--- src/rtl/poly_voice_synth.sv ---
// poly_voice_synth: PS/2 scan-code driven polyphonic square-wave synth.
// Each held key owns one tone voice; active voices are mixed into a 1-bit
// delta-sigma speaker stream. Build option VOICE_STEAL_EN: when every voice
// is busy, a new press replaces the oldest voice instead of being dropped.
module poly_voice_synth #(
  parameter int NUM_VOICES = 4,
  parameter int CNT_W      = 20,
  parameter int AGE_W      = 8
) (
  input  logic                  clk,
  input  logic                  rst,
  input  logic                  code_valid,
  input  logic [7:0]            code_byte,
  output logic [7:0]            lut_key,
  input  logic [CNT_W-1:0]      lut_count,
  input  logic                  mute,
  output logic                  speaker,
  output logic [NUM_VOICES-1:0] active_mask,
  output logic                  busy,
  output logic                  overflow
);
  localparam int IDX_W = (NUM_VOICES > 1) ? $clog2(NUM_VOICES) : 1;
  localparam int SUM_W = $clog2(NUM_VOICES + 1);
  localparam int ACC_W = SUM_W + 1;

  localparam logic [1:0] PS_NORMAL    = 2'd0;
  localparam logic [1:0] PS_BREAK     = 2'd1;
  localparam logic [1:0] PS_EXT       = 2'd2;
  localparam logic [1:0] PS_EXT_BREAK = 2'd3;

  localparam logic [1:0] ST_IDLE   = 2'd0;
  localparam logic [1:0] ST_LOOKUP = 2'd1;
  localparam logic [1:0] ST_COMMIT = 2'd2;

  logic [1:0]            ps, ps_next, fsm;
  logic                  accept, ev_fire, ev_is_press, ev_press;
  logic                  hit, free_ok, old_ok;
  logic [IDX_W-1:0]      hit_idx, free_idx, old_idx;
  logic [AGE_W-1:0]      old_age;
  logic [CNT_W-1:0]      cnt_p1;
  logic                  hit_p1, free_ok_p1;
  logic [IDX_W-1:0]      hit_idx_p1, free_idx_p1, old_idx_p1;
  logic                  do_load, do_rel, full_drop;
  logic [IDX_W-1:0]      tgt_idx;
  logic [7:0]            vkey   [NUM_VOICES];
  logic [CNT_W-1:0]      vcount [NUM_VOICES];
  logic [CNT_W-1:0]      vcnt   [NUM_VOICES];
  logic [AGE_W-1:0]      vage   [NUM_VOICES];
  logic [NUM_VOICES-1:0] wave, active;
  logic [SUM_W-1:0]      sum;
  logic [ACC_W-1:0]      acc, acc_sum;

  assign accept      = code_valid && (fsm == ST_IDLE);
  assign busy        = (fsm != ST_IDLE);
  assign active_mask = active;
  assign overflow    = full_drop;

  // A voice is sounding exactly while it holds a nonzero half-period.
  always_comb begin
    active = '0;
    for (int i = 0; i < NUM_VOICES; i++) active[i] = (vcount[i] != '0);
  end

  // Scan-code prefix parser: decides the next state and whether a byte is an event.
  always_comb begin
    ps_next     = ps;
    ev_fire     = 1'b0;
    ev_is_press = 1'b0;
    case (ps)
      PS_NORMAL: begin
        if (code_byte == 8'hF0)      ps_next = PS_BREAK;
        else if (code_byte == 8'hE0) ps_next = PS_EXT;
        else begin
          ev_fire     = 1'b1;
          ev_is_press = 1'b1;
        end
      end
      PS_BREAK: begin
        ev_fire = 1'b1;
        ps_next = PS_NORMAL;
      end
      PS_EXT:  ps_next = (code_byte == 8'hF0) ? PS_EXT_BREAK : PS_NORMAL;
      default: ps_next = PS_NORMAL;
    endcase
  end

  // Parser state, event FSM and the latched event key.
  always_ff @(posedge clk or negedge rst) begin
    if (!rst) begin
      ps       <= PS_NORMAL;
      fsm      <= ST_IDLE;
      lut_key  <= '0;
      ev_press <= 1'b0;
    end else begin
      if (accept) ps <= ps_next;
      case (fsm)
        ST_IDLE: begin
          if (accept && ev_fire) begin
            lut_key  <= code_byte;
            ev_press <= ev_is_press;
            fsm      <= ST_LOOKUP;
          end
        end
        ST_LOOKUP: fsm <= ST_COMMIT;
        default:   fsm <= ST_IDLE;
      endcase
    end
  end

  // Voice search: matching key, lowest free slot, oldest active slot (lowest index on ties).
  always_comb begin
    hit      = 1'b0;
    hit_idx  = '0;
    free_ok  = 1'b0;
    free_idx = '0;
    old_ok   = 1'b0;
    old_idx  = '0;
    old_age  = '0;
    for (int i = 0; i < NUM_VOICES; i++) begin
      if (active[i] && (vkey[i] == lut_key) && !hit) begin
        hit     = 1'b1;
        hit_idx = IDX_W'(i);
      end
      if (!active[i] && !free_ok) begin
        free_ok  = 1'b1;
        free_idx = IDX_W'(i);
      end
      if (active[i] && (!old_ok || (vage[i] > old_age))) begin
        old_ok  = 1'b1;
        old_idx = IDX_W'(i);
        old_age = vage[i];
      end
    end
  end

  // ---- stage p1: LOOKUP results, consumed only in COMMIT ----
  // Capture table result and search results during LOOKUP.
  always_ff @(posedge clk) begin
    if (fsm == ST_LOOKUP) begin
      cnt_p1      <= lut_count;
      hit_p1      <= hit;
      hit_idx_p1  <= hit_idx;
      free_ok_p1  <= free_ok;
      free_idx_p1 <= free_idx;
      old_idx_p1  <= old_idx;
    end
  end

  // COMMIT decision: allocate, steal, drop or release.
  always_comb begin
    do_load   = 1'b0;
    do_rel    = 1'b0;
    full_drop = 1'b0;
    tgt_idx   = free_ok_p1 ? free_idx_p1 : old_idx_p1;
    if (fsm == ST_COMMIT) begin
      if (ev_press) begin
        if (!hit_p1 && (cnt_p1 != '0)) begin
          if (free_ok_p1) begin
            do_load = 1'b1;
          end else begin
`ifdef VOICE_STEAL_EN
            do_load = 1'b1;
`else
            full_drop = 1'b1;
`endif
          end
        end
      end else if (hit_p1) begin
        do_rel = 1'b1;
      end
    end
  end

  // Voice bank: load/release from COMMIT takes priority over the tone counter.
  always_ff @(posedge clk or negedge rst) begin
    if (!rst) begin
      wave <= '0;
      for (int i = 0; i < NUM_VOICES; i++) begin
        vkey[i]   <= '0;
        vcount[i] <= '0;
        vcnt[i]   <= '0;
        vage[i]   <= '0;
      end
    end else begin
      for (int i = 0; i < NUM_VOICES; i++) begin
        if (do_load && (tgt_idx == IDX_W'(i))) begin
          vkey[i]   <= lut_key;
          vcount[i] <= cnt_p1;
          vcnt[i]   <= '0;
          wave[i]   <= 1'b0;
          vage[i]   <= '0;
        end else if (do_rel && (hit_idx_p1 == IDX_W'(i))) begin
          vcount[i] <= '0;
          wave[i]   <= 1'b0;
        end else if (active[i]) begin
          if (vcnt[i] == vcount[i] - CNT_W'(1)) begin
            vcnt[i] <= '0;
            wave[i] <= ~wave[i];
          end else begin
            vcnt[i] <= vcnt[i] + CNT_W'(1);
          end
          if (do_load && (vage[i] != '1)) vage[i] <= vage[i] + AGE_W'(1);
        end else begin
          wave[i] <= 1'b0;
        end
      end
    end
  end

  // Number of sounding voices whose square wave is currently high.
  always_comb begin
    sum = '0;
    for (int i = 0; i < NUM_VOICES; i++) sum = sum + SUM_W'(wave[i] & active[i]);
  end

  assign acc_sum = acc + ACC_W'(sum);

  // First-order delta-sigma mixer with registered, mutable speaker output.
  always_ff @(posedge clk or negedge rst) begin
    if (!rst) begin
      acc     <= '0;
      speaker <= 1'b0;
    end else if (acc_sum >= ACC_W'(NUM_VOICES)) begin
      acc     <= acc_sum - ACC_W'(NUM_VOICES);
      speaker <= !mute;
    end else begin
      acc     <= acc_sum;
      speaker <= 1'b0;
    end
  end
endmodule

--- config.mk ---
export PLATFORM = sky130hd
export DESIGN_NAME = poly_voice_synth
export DESIGN_NICKNAME = d
export VERILOG_FILES = /design/src/rtl/poly_voice_synth.sv
export SDC_FILE = /design/constraint.sdc
export NUM_CORES = 1
export LEC_CHECK = 0
export CAP_MARGIN = 20
export CORE_MARGIN = 3
export CORE_UTILIZATION = 30
export DETAILED_ROUTE_END_ITERATION = 6
export PLACE_DENSITY_LB_ADDON = 0.2
export SETUP_SLACK_MARGIN = 0.5
export SLEW_MARGIN = 20
export SYNTH_ARGS = -nofsm -noshare
export SYNTH_HDL_FRONTEND = slang
export SYNTH_SLANG_ARGS = --single-unit
export TNS_END_PERCENT = 30
--- constraint.sdc ---
create_clock -name clk -period 5.4 [get_ports clk]
set_input_delay 1.35 -clock clk [delete_from_list [all_inputs] [get_ports clk]]
set_output_delay 1.35 -clock clk [all_outputs]
set_load 0.1 [all_outputs]
==> run summary <==
status = completed
first-pass GRT wire length = 64800 um
sequential element share of the synthesized area = 42.7%
Ys Warns = 0
Cells after Synth = 1646
initial antenna violation count = 0
CTS sink cnt = 240
FP Rows = 79
Die Y = 225 um
CP Launch Type = flip-flop
synth top area cells = dfrtp_1 37%, nand2_1 8.6%, edfxtp_1 5.4%
Netlist cell types = 82
Avg Inst Size Synth = 8.74 um2
worst slew pin tran = 1.01 ns
ANT nets after route = 0
Area Growth Syn to Fin = 13.2%
Mapped Area = 14400 um2
Synth Flop Type = dfrtp_1
Mapped Nets = 1690
max-cap check violation count = 0
most frequent cells in the layout = 329 x nand2_1, 214 x dfrtp_1, 90 x nor2_1
final period utilization = 87.4%
largest net degree at the start of global routing = 119
Worst EP required = 4.05 ns
Boundary Pins = 47
number of enable flip-flop cells after synthesis = 26
GRT Total Usage = 15.7%
Async SR Flop Fraction = 89.2%
Final Hold Vio Count = 0
relative slew slack = 32.2%
Num CTS Buffers = 28
Achievable Freq = 0.212 GHz
# nets final = 1674
Worst-Skew Late Latency = 0.57 ns
critical path endpoint category = output port
vias in the first global route = 11700
drt first pass iters = 5
total number of vias = 11900
H-tree lvl count = 1
crit-path max FO = 6
detailed placement HPWL = 27600 um
Total Wirelength = 39800 um
Initial DRC Count = 850
TritonCTS clock tree = built
# DRC = 0
Worst Skew = 0.0163 ns
minimum clock period = 4.72 ns
FF+latch count, synth = 240
Slew Viols, Final = 0
reg-to-reg slack, setup = 0.84 ns
number of port buffers = 46
Starting Density = 30.6%
die area = 50600 um2
share of the synthesized area in the top cell type = 37.2%
CP Class = reg2out
commonest non-fill, non-tap cell in the layout = nand2_1
Routability Congestion = 0.780
fin util = 34.7%
cell taking the most area after synthesis = dfrtp_1
chip width = 225 um
Pleak = 6.94 nW
Power Density = 495 nW/um2
total gr overflow = 0
diode count = 0
final setup fails = 0
vias per cell = 5.27
post-DR wirelength/cell = 17.6 um
final setup TNS = 0 ns
clock-pin slew on the worst setup and hold paths = 0.06 ns
Worst Hold Class = reg2reg
Peak VDD IR = 0.384 mV
Root Driver = clkbuf_16
CTS max path bufs = 3
RSZ-0062 raised after global routing = yes
Core ar. = 47000 um2
share of cells above drive strength 1 = 8.11%
Worst Path Arrival = 3.37 ns
## metal layers
metal  track usage [%]  vias up  share of wire, %
met3              2.72       50               4.5
met1              22.4     5830                49
met2              25.1      207                45
li1                  -     5822                 -
met5                 0        -                 0
met4              3.30        0               2.0
## state kept, by name, indices dropped and copies added, names as in the netlist
| name | cells |
|---|---|
| acc | 4 |
| cnt_p1 | 20 |
| ev_press | 1 |
| free_idx_p1 | 2 |
| free_ok_p1 | 1 |
| fsm | 2 |
| hit_idx_p1 | 2 |
| hit_p1 | 1 |
| lut_key | 8 |
| ps | 2 |
| speaker | 1 |
| vcnt | 80 |
| vcount | 80 |
| vkey | 32 |
| wave | 4 |
## worst max-delay path, stage by stage (launching register included)
cell     delay (ns)
dfrtp_1        0.43
inv_1          0.08
ha_1           0.23
or4b_1         0.56
or3_1          0.48
nor4_2         0.47
inv_1          0.26
buf_4          0.31
## final cells by class
cell class	instances	area, um2
inverter	27	101
tap	607	759
timing repair buffer	63	583
clock inverter	15	149
sequential	240	6140
multi-input combinational	1270	7740
clock buffer	37	806
fill	4816	30700
## metrics by stage
step	total power [mW]	instance area (um2)	hold slack, ns	std cells	setup WS [ns]
finish	8.06	16300	0.486	2259	0.680
global route	8.68	16300	0.526	2259	0.481
CTS	8.14	16300	0.491	2259	0.666
detailed placement	6.10	15300	0.477	2207	0.862
global placement	6.05	15300	0.470	2207	0.944
floorplan	5.31	14400	0.458	1646	0.820
## cell families after synthesis
kind of cell    Yosys count  share of synthesized area [%]
flops                   240                           42.7
fa+ha+maj                12                           1.20
simple gates            799                           27.6
compound gates          301                           14.6
xor+xnor                127                           7.74
mux                      31                           2.32
buf+inv                 136                           3.80
## final timing paths
check,startpoint,to,cells after the start
hold reg to reg,vkey[18]$_DFFE_PN0P_,vkey[18]$_DFFE_PN0P_,2
min in group asynchronous,rst,vkey[16]$_DFFE_PN0P_,1
setup reg to reg,vcount[60]$_DFFE_PN0P_,speaker$_DFF_PN0_,12
setup / recovery,vcount[60]$_DFFE_PN0P_,active_mask[0],7
hold / removal,vkey[18]$_DFFE_PN0P_,vkey[18]$_DFFE_PN0P_,2
max in group asynchronous,rst,vcount[70]$_DFFE_PN0P_,2
## synth_stat cells (16+ instances only)
| cell type | n |
|---|---|
| a21oi_1 | 23 |
| nor3_1 | 51 |
| nor4_1 | 31 |
| a221o_1 | 16 |
| a22o_1 | 19 |
| edfxtp_1 | 26 |
| mux2_2 | 19 |
| and3_1 | 30 |
| a21o_1 | 22 |
| nor2_1 | 91 |
| o31ai_1 | 29 |
| nand3_1 | 87 |
| xnor2_1 | 72 |
| a211oi_1 | 24 |
| inv_1 | 27 |
| xor2_1 | 55 |
| clkbuf_1 | 82 |
| or3_1 | 21 |
| o21ai_0 | 85 |
| dfrtp_1 | 214 |
| nor2b_1 | 24 |
| nand4_1 | 21 |
| nand2_1 | 329 |
| or2_2 | 22 |
| nand2b_1 | 19 |
## what timing repair did
action	CTS	global route
setup buffers	0	0
hold buffers	0	0
setup endpoints to repair	0	2
gates resized for setup	0	1
## power breakdown
group	switching (mW)	internal, mW
clock	0.807	1.19
sequential	0.751	2.31
combinational	1.66	1.35
total	3.22	4.85
(Power assumes the default switching activity.)
